### config.mk
export PLATFORM = sky130hd
export DESIGN_NAME = io_uart_tx_fifo
export DESIGN_NICKNAME = d
export VERILOG_FILES = /design/src/rtl/io_uart_tx_fifo_pkg.sv /design/src/rtl/io_sync_fifo.sv /design/src/rtl/io_uart_tx_fifo.sv
export SDC_FILE = /design/constraint.sdc
export NUM_CORES = 1
export LEC_CHECK = 0
export CORE_ASPECT_RATIO = 1.25
export CORE_MARGIN = 10
export CORE_UTILIZATION = 30
export DETAILED_ROUTE_END_ITERATION = 10
export HOLD_SLACK_MARGIN = 0.05
export PLACE_DENSITY = 0.59
export SETUP_SLACK_MARGIN = 0.2
export SYNTH_ARGS = -nofsm -noshare
export SYNTH_HDL_FRONTEND = slang
export SYNTH_SLANG_ARGS = --single-unit
### constraint.sdc
create_clock -name clk -period 3.4 [get_ports clk]
set_input_delay 0.85 -clock clk [delete_from_list [all_inputs] [get_ports clk]]
set_output_delay 0.85 -clock clk [all_outputs]
set_load 0.01 [all_outputs]
### src/rtl/io_uart_tx_fifo_pkg.sv
// io_uart_tx_fifo_pkg: IO map bit positions and TX FSM encoding shared by the UART transmitter
package io_uart_tx_fifo_pkg;
  localparam int IO_REGION_BIT = 22;
  localparam int UART_DATA = 1;
  localparam int UART_STATUS = 2;
  localparam int ST_FULL = 9;
  localparam int ST_BUSY = 10;
  localparam int ST_OVF = 11;
  typedef enum logic [1:0] {IDLE, START, DATA, STOP} tx_state_t;
endpackage

### src/rtl/io_sync_fifo.sv
// io_sync_fifo: synchronous FIFO with extra-bit pointers; level port exists only with IO_UART_FIFO_LEVEL_EN
module io_sync_fifo #(
  parameter int DEPTH = 16,
  parameter int WIDTH = 8
) (
  input  logic             clk,
  input  logic             resetn,
  input  logic             push,
  input  logic [WIDTH-1:0] wdata,
  input  logic             pop,
  output logic [WIDTH-1:0] rdata,
  output logic             full,
  output logic             empty
`ifdef IO_UART_FIFO_LEVEL_EN
  ,
  output logic [$clog2(DEPTH):0] level
`endif
);
  localparam int AW = $clog2(DEPTH);
  logic [AW:0] wptr, rptr;
  logic [WIDTH-1:0] mem [DEPTH];
  logic do_push, do_pop;
  assign empty = wptr == rptr;
  assign full = (wptr[AW] != rptr[AW]) && (wptr[AW-1:0] == rptr[AW-1:0]);
  assign do_pop = pop & ~empty;
  assign do_push = push & (~full | do_pop);
  assign rdata = mem[rptr[AW-1:0]];
`ifdef IO_UART_FIFO_LEVEL_EN
  assign level = wptr - rptr;
`endif
  // pointer advance; a pop on a full FIFO frees the slot the same-edge push reuses
  always_ff @(posedge clk or negedge resetn) begin
    if (!resetn) begin
      wptr <= '0;
      rptr <= '0;
    end else begin
      if (do_push) wptr <= wptr + 1'b1;
      if (do_pop) rptr <= rptr + 1'b1;
    end
  end
  // storage needs no reset: emptiness comes from the pointers
  always_ff @(posedge clk) begin
    if (do_push) mem[wptr[AW-1:0]] <= wdata;
  end
endmodule

### src/rtl/io_uart_tx_fifo.sv
// io_uart_tx_fifo: IO-mapped buffered UART transmitter; IO_UART_FIFO_LEVEL_EN adds occupancy in status[8:0]
module io_uart_tx_fifo
  import io_uart_tx_fifo_pkg::*;
#(
  parameter int CLK_FREQ_HZ = 10000000,
  parameter int BAUD_RATE = 1000000,
  parameter int DEPTH = 16
) (
  input  logic        clk,
  input  logic        resetn,
  input  logic [31:0] io_addr,
  input  logic [31:0] io_wdata,
  input  logic        io_wr,
  output logic [31:0] io_rdata,
  output logic        uart_tx
);
  localparam int DIV = CLK_FREQ_HZ / BAUD_RATE;
  localparam int CW = $clog2(DIV);
  localparam logic [CW-1:0] DIV_M1 = CW'(DIV - 1);
  tx_state_t state, state_n;
  logic [CW-1:0] cnt, cnt_n;
  logic [2:0] bit_cnt, bit_n;
  logic [7:0] shreg, sh_n, fifo_q;
  logic tx_n, pop, push, st_wr, full, empty, ovf, ovf_set, tick, unused_ok;
  logic [31:0] status;
  assign push = io_wr & io_addr[2+UART_DATA];
  assign st_wr = io_wr & io_addr[2+UART_STATUS];
  assign ovf_set = push & full & ~pop;
  assign tick = cnt == '0;
  assign unused_ok = ^{io_addr, io_wdata};
`ifdef IO_UART_FIFO_LEVEL_EN
  logic [$clog2(DEPTH):0] level;
  io_sync_fifo #(.DEPTH(DEPTH), .WIDTH(8)) u_fifo (
    .clk(clk), .resetn(resetn), .push(push), .wdata(io_wdata[7:0]), .pop(pop),
    .rdata(fifo_q), .full(full), .empty(empty), .level(level)
  );
`else
  io_sync_fifo #(.DEPTH(DEPTH), .WIDTH(8)) u_fifo (
    .clk(clk), .resetn(resetn), .push(push), .wdata(io_wdata[7:0]), .pop(pop),
    .rdata(fifo_q), .full(full), .empty(empty)
  );
`endif
  // status word built only from registered state so the core can sample it the same cycle
  always_comb begin
    status = '0;
    status[ST_FULL] = full;
    status[ST_BUSY] = ~empty | (state != IDLE);
    status[ST_OVF] = ovf;
`ifdef IO_UART_FIFO_LEVEL_EN
    status[8:0] = 9'(level);
`endif
  end
  assign io_rdata = io_addr[2+UART_STATUS] ? status : '0;
  // sticky overflow; a same-edge set beats a software clear
  always_ff @(posedge clk or negedge resetn) begin
    if (!resetn) ovf <= 1'b0;
    else if (ovf_set) ovf <= 1'b1;
    else if (st_wr & io_wdata[ST_OVF]) ovf <= 1'b0;
  end
  // TX registers; reset abandons any frame and drives the line idle
  always_ff @(posedge clk or negedge resetn) begin
    if (!resetn) begin
      state <= IDLE;
      cnt <= '0;
      bit_cnt <= '0;
      shreg <= '0;
      uart_tx <= 1'b1;
    end else begin
      state <= state_n;
      cnt <= cnt_n;
      bit_cnt <= bit_n;
      shreg <= sh_n;
      uart_tx <= tx_n;
    end
  end
  // frame sequencing; STOP chains straight into START when another byte is waiting
  always_comb begin
    state_n = state;
    cnt_n = cnt;
    bit_n = bit_cnt;
    sh_n = shreg;
    tx_n = uart_tx;
    pop = 1'b0;
    case (state)
      IDLE: if (!empty) begin
        pop = 1'b1;
        sh_n = fifo_q;
        cnt_n = DIV_M1;
        tx_n = 1'b0;
        state_n = START;
      end
      START: if (tick) begin
        state_n = DATA;
        cnt_n = DIV_M1;
        bit_n = '0;
        tx_n = shreg[0];
      end else cnt_n = cnt - 1'b1;
      DATA: if (tick) begin
        cnt_n = DIV_M1;
        if (bit_cnt == 3'd7) begin
          state_n = STOP;
          tx_n = 1'b1;
        end else begin
          bit_n = bit_cnt + 1'b1;
          sh_n = {1'b0, shreg[7:1]};
          tx_n = shreg[1];
        end
      end else cnt_n = cnt - 1'b1;
      STOP: if (tick) begin
        if (!empty) begin
          pop = 1'b1;
          sh_n = fifo_q;
          cnt_n = DIV_M1;
          tx_n = 1'b0;
          state_n = START;
        end else begin
          state_n = IDLE;
          tx_n = 1'b1;
        end
      end else cnt_n = cnt - 1'b1;
      default: state_n = IDLE;
    endcase
  end
endmodule
# --- After elaboration in Yosys (flattened, before gate mapping) ---
# Memory sizes are Yosys's and may differ from the RTL's.
# Index checks and enable logic that the tools add are counted.
totals:
  ff_bits: 29
  mem_bits_rw: 128
  input_bits: 67
  output_inout_bits: 33
  elab_cells: 85
  memories: 1
memory_table:
  columns: ["memory", "depth", "word_bits", "read_ports", "rd_clocked_by_memory_dff", "write_ports", "line", "rtl"]
  rows:
  - ["u_fifo.mem", 16, 8, 1, 0, 1, "io_sync_fifo.sv:21", "logic [WIDTH-1:0] mem [DEPTH];"]
classes:
  add_sub_neg: 4
  n_eq_ne: 13
  mux: 35
  bitwise: 12
  reduce_logical: 12
op_table:
  columns: ["operator", "n"]
  rows:
  - ["8-bit 2-to-1 mux", 4]
  - ["8-bit one-hot mux with 3 select lines", 1]
  - ["1-bit 2-to-1 mux", 13]
  - ["12-bit 2-to-1 mux", 1]
  - ["4-bit 2-to-1 mux", 3]
  - ["2-bit inequality test (second input constant)", 6]
  - ["4-bit one-hot mux with 3 select lines", 1]
  - ["4-bit AND reduction", 3]
  - ["5-bit by 1-bit adder with 5-bit output (second input constant)", 2]
  - ["2-bit 2-to-1 mux", 5]
  - ["3-bit 2-to-1 mux", 3]
  - ["2-bit one-hot mux with 4 select lines", 1]
  - ["1-bit bitwise AND", 7]
  - ["3-bit one-hot mux with 2 select lines", 1]
  - ["2-bit nonzero test", 3]
  - ["5-bit == test", 1]
  - ["5-bit AND reduction", 1]
  - ["2-bit == test (second input constant)", 2]
  - ["4-bit == test", 1]
  - ["4-bit logical NOT", 1]
  - ["1-bit one-hot mux with 4 select lines", 1]
  - ["4-bit by 1-bit subtractor with 4-bit output (second input constant)", 1]
  - ["3-bit by 1-bit adder with 3-bit output (second input constant)", 1]
  - ["3-bit == test (second input constant)", 1]
  - ["9 further kinds", 12]

# --- Logic depth before layout (Yosys ltp) ---
depth:
  word_depth: 9
  mapped_depth: 9

# --- By module ---
# A second synthesis with hierarchy kept.
hier_totals:
  cells_unflattened: 409
  area_unflattened_um2: 6941.7
modules_own_cells:
  columns: ["module", "instances", "cells_per_inst", "area_per_inst_um2"]
  rows:
  - ["io_sync_fifo", 1, 269, 5527.8]
  - ["io_uart_tx_fifo", 1, 140, 1413.9]

# --- Worst setup path after synthesis ---
# OpenSTA, ideal clock, no wires.
synth_timing:
  path_kind: "flip-flop to flip-flop"
  startpoint: "register cnt[0]"
  endpoint: "memory u_fifo.mem[2][0], enable pin"
  setup_ns: 0.398
  arrival_ns: 2.516
  setup_slack_ns: 0.487
  stages_incl_launch_ff: 9
  synth_period_minus_slack_ns: 2.913
  cell_sequence: "dfrtp_1 -> inv_1 -> ha_1 -> nor4bb_1 -> o21bai_1 -> a31o_1 -> buf_6 -> buf_6 -> nor4b_1"
synth_via:
  elab_chain_len: 8
synth_lines:
  columns: ["item", "line", "rtl"]
  rows:
  - ["start, declared", "io_uart_tx_fifo.sv:21", "logic [CW-1:0] cnt, cnt_n;"]
  - ["start signal, assigned", "io_uart_tx_fifo.sv:70", "cnt <= cnt_n;"]
  - ["4-bit logical NOT", "io_uart_tx_fifo.sv:29", "assign tick = cnt == '0;"]
  - ["1-bit 2-to-1 mux", "io_uart_tx_fifo.sv:109", "STOP: if (tick) begin"]
  - ["1-bit one-hot mux with 2 select lines", "io_uart_tx_fifo.sv:84", "case (state)"]
  - ["1-bit bitwise AND", "io_sync_fifo.sv:25", "assign do_pop = pop & ~empty;"]
  - ["1-bit OR", "io_sync_fifo.sv:26", "assign do_push = push & (~full | do_pop);"]
  - ["1-bit bitwise AND", "io_sync_fifo.sv:26", null]
  - ["1-bit 2-to-1 mux", "io_sync_fifo.sv:43", "if (do_push) mem[wptr[AW-1:0]] <= wdata;"]
  - ["1-bit 2-to-1 mux (not written as such)", "io_sync_fifo.sv:43", null]
  - ["end, declared", "io_sync_fifo.sv:21", null]
# No other way between the ends.

# --- Worst setup path after layout ---
layout_timing:
  startpoint: "register u_fifo.wptr[0]"
  endpoint: "output port io_rdata[10]"
layout_via:
  elab_chain_len: 4
layout_lines:
  columns: ["item", "line", "rtl"]
  rows:
  - ["start, declared", "io_sync_fifo.sv:20", "logic [AW:0] wptr, rptr;"]
  - ["start signal, assigned", "io_sync_fifo.sv:37", "if (do_push) wptr <= wptr + 1'b1;"]
  - ["5-bit == test", "io_sync_fifo.sv:23", "assign empty = wptr == rptr;"]
  - ["1-bit inverter", "io_uart_tx_fifo.sv:47", "status[ST_BUSY] = ~empty | (state != IDLE);"]
  - ["1-bit OR", "io_uart_tx_fifo.sv:47", null]
  - ["12-bit 2-to-1 mux", "io_uart_tx_fifo.sv:53", "assign io_rdata = io_addr[2+UART_STATUS] ? status : '0;"]
  - ["end, declared", "io_uart_tx_fifo.sv:14", "output logic [31:0] io_rdata,"]
# No other way between the ends.

==> results by group <==
Outcome
  – Outcome: completed

Layout
  – Number of fill cells: 2,160
  – Seq. cell area: 4573 sq um
  – Share of cells above drive strength 1: 20.04%
  – Area of the multi-input gates: 2145 sq um
  – Nets: 571
  – Design area: 8060 sq um
  – Syn-to-layout area delta: 14.61%
  – N_diodes: 0

Floorplanning
  – Die Area: 30,010 sq um
  – Die Y: 191.2 microns
  – Site Rows: 62
  – Num ports: 100
  – Initial Utilization: 30.53%
  – DIE WIDTH: 156.9 microns
  – Core footprint: 23,040 sq um

Worst setup path
  – Reg-to-reg startpoint: cnt[0]
  – Critical path arrival: 2.24 ns
  – WP data required: 2.55 ns
  – RR Endpoint: u_fifo.mem[10][3]
  – Setup slack, reg-to-reg: 0.73 ns
  – Critical Path Fanout Max: 6
  – Critical Path Sink Type: output pin
  – Setup CP Type: reg2out
  – R2R cell count: 7
  – Startpoint Class: flop

Timing
  – Post-route setup TNS: 0 ns
  – Post-route clock skew: 0.01256 ns
  – Highest Clock Rate: 323.7 MHz
  – Final min period: 3.089 ns
  – Period utilization: 90.86%
  – WHS: 0.4874 ns
  – Final setup fails: 0
  – Slew Viols, Final: 0
  – Final hold violation count: 0
  – Unrepaired setup endpoints after global routing: no
  – Worst rel slew slack: 50.01%
  – Worst Max-Slew Pin Slew: 0.7498 ns

Yosys
  – Number of flops mapped to enable cells by yosys: 128
  – Post-synthesis async set-or-reset flop share: 18.47%
  – Seq/Total Area, Yosys: 64.99%
  – Syn Area/Cell: 15.39 sq um
  – Post-synthesis cell area: 7033 sq um
  – Main flop type after synthesis: edfxtp_1
  – FF+latch count, synth: 157
  – Synth Warn #: 0
  – Distinct cell type count after synthesis: 60
  – Syn Inst Count: 457

Power
  – Leakage power: 2.893 nW
  – Total power: 6.641 mW
  – Peak VDD IR: 0.0003979 V
  – Int Pwr: 4.359 mW
  – Pwr dens: 823.9 nW/um^2
  – Sw Pwr: 2.282 mW
  – Comb power frac: 34.8%
  – Switching share of power: 34.37%
  – Sequential share of power: 37.5%
  – Clock share of power: 27.8%

GRT
  – Met1 Usage GRT: 10.58%
  – Initial antenna violation count: 0
  – Met2 Track Usage GR: 17.25%
  – Top Usage Layer GRT: met2
  – Largest net degree at the start of global routing: 45
  – GRT Resource Usage Total: 9.474%
  – Vias in the first global route: 3,922
  – Met3 Usage GRT: 2.091%
  – First-pass GRT wire length: 21,880 microns
  – Remaining global-route overflow: 0

Clock tree
  – Clock buffer depth: 2
  – Sink Count: 157
  – Skew-Pair Late Insertion Delay: 0.43 ns
  – Reg clk slew, reported paths: 0.06 ns
  – Clk root buf: clkbuf_16
  – Total CTS buffers: 17
  – # hold bufs at CTS: 0
  – CTS tree: done
  – H-tree levels: 4

Placed design
  – Routability cong.: 0.7784
  – HPWL Detailed: 9596 microns
  – Port Buffers: 17
  – DP Area: 7467 sq um

Worst hold path
  – Hold Path Stages: 2
  – Hold/Removal Path Class: reg2reg
  – Hold Path Origin: shreg[0]
  – Worst Hold End: shreg[0]

Route
  – DR WL/cell: 17.72 microns
  – Detailed-route vias per instance: 4.879
  – Via count: 3,864
  – DRC violations left: 0
  – Drt total wl: 14,040 microns
  – Remaining antenna violation count: 0
  – 1st-iter DRT viols: 265
  – TritonRoute pass-1 iters: 4

Flow run
  – Max cap viols: 0
==> power groups by stage <==
stage	logic [mW]	registers [mW]	clock network [mW]
final	2.31	2.49	1.84
after global routing	2.53	2.51	1.95
after CTS	2.31	2.48	1.88
after detailed placement	2.30	2.52	0
after global placement	2.21	2.51	0
after floorplan	1.87	2.47	0
==> Yosys cell counts, types with 2 or more instances <==
cell type	number	area, sq um
edfxtp_1	128	3844
buf_4	32	240.2
dfrtp_1	28	700.7
mux2i_1	21	210.2
a21oi_1	16	80.08
nand2_1	15	56.30
nor2_1	15	56.30
o21ai_0	15	75.07
inv_1	14	52.55
mux4_2	14	315.3
ha_1	13	162.7
nand3_1	13	65.06
mux2_2	8	90.09
xor2_1	8	70.07
buf_2	7	35.03
clkbuf_1	7	26.28
nor3_1	7	35.03
o22ai_1	7	43.79
a31o_2	5	43.79
and3_1	5	31.28
mux4_1	5	131.4
o221ai_1	5	43.79
xnor2_1	5	43.79
a211oi_1	4	30.03
a22o_1	4	35.03
a31oi_1	4	25.02
nor2b_1	4	25.02
a22o_2	3	30.03
a22oi_1	3	22.52
buf_6	3	33.78
buf_8	3	45.04
nand4_1	3	18.77
nor4b_1	3	26.28
nand2b_1	2	12.51
o21bai_1	2	15.01
o22a_1	2	17.52
==> final cells by class <==
type                    instances  share of cell area, %
flip-flops and latches        157                  56.74
well taps                     288                  4.471
repair buffers                 40                  4.253
clock buffers                  17                  5.278
inverters                      15                 0.6985
multi-input cells             260                  26.61
clock inverters                15                  1.956
==> critical path: stages, from the launching register on <==
cell             delay (ns)
dfrtp_2                0.46
xor2_2                 0.20
nor4_4                 0.35
and2_4                 0.23
a21boi_0               0.08
clkdlybuf4s50_1        0.50
==> metrics by stage <==
stage          instances  utilization (%)  worst slack, ns
3_5_place_dp         760            32.41           0.4191
3_3_place_gp         760            32.41           0.4064
4_1_cts              792            34.94           0.2341
2_1_floorplan        485                -           0.4865
6_report             792            34.98           0.3107
5_1_grt              792            34.98           0.2101
==> registers in the layout, indices dropped and copies added (netlist names) <==
| name | flops |
|---|---|
| state | 2 |
| cnt | 4 |
| u_fifo.rptr | 5 |
| u_fifo.wptr | 5 |
| uart_tx | 1 |
| u_fifo.mem | 128 |
| ovf | 1 |
| bit_cnt | 3 |
| shreg | 8 |
==> routing by layer <==
metal  vias to the layer above  routed length [microns]
met5                         -                        0
met4                         0                      164
met3                        20                      600
met2                        92                     7594
met1                      1976                     5679
li1                       1776                        -
==> logic make-up (layout without fill, tap and decap cells) <==
family	after synthesis	in the layout	synth area share, %
compound gates	78	78	7.685
xor+xnor	14	14	1.850
fa+ha+maj	13	13	2.313
buf+inv	68	87	6.404
flops	157	157	64.99
mux	49	49	10.83
other cells	1	29	0.05332
simple gates	77	77	5.871
==> how the worst max path moves through the flow <==
stage	start	end	slack, ns	cells past startpoint
after floorplan	cnt[0]	u_fifo.mem[2][0]	0.49	8
after global placement	io_addr[4]	io_rdata[10]	0.41	3
after detailed placement	io_addr[4]	io_rdata[10]	0.42	3
after CTS	u_fifo.wptr[0]	io_rdata[10]	0.23	5
after global routing	u_fifo.wptr[0]	io_rdata[10]	0.21	5
final	u_fifo.wptr[0]	io_rdata[10]	0.31	5
==> repair_timing <==
item,4_1_cts,5_1_grt
buffers inserted,0,0
setup endpoints to repair,0,1
resized for setup,0,3
==> layout by cell type (no fill, tap or decap), drive strengths merged, types with 17 or more instances in the layout <==
cell and n:
conb 29, clkbuf 17, a21oi 17, edfxtp 128, inv 19, clkdlybuf4s50 17
dfrtp 28, mux2i 21, mux4 19, buf 23
(Power assumes the default switching activity.)
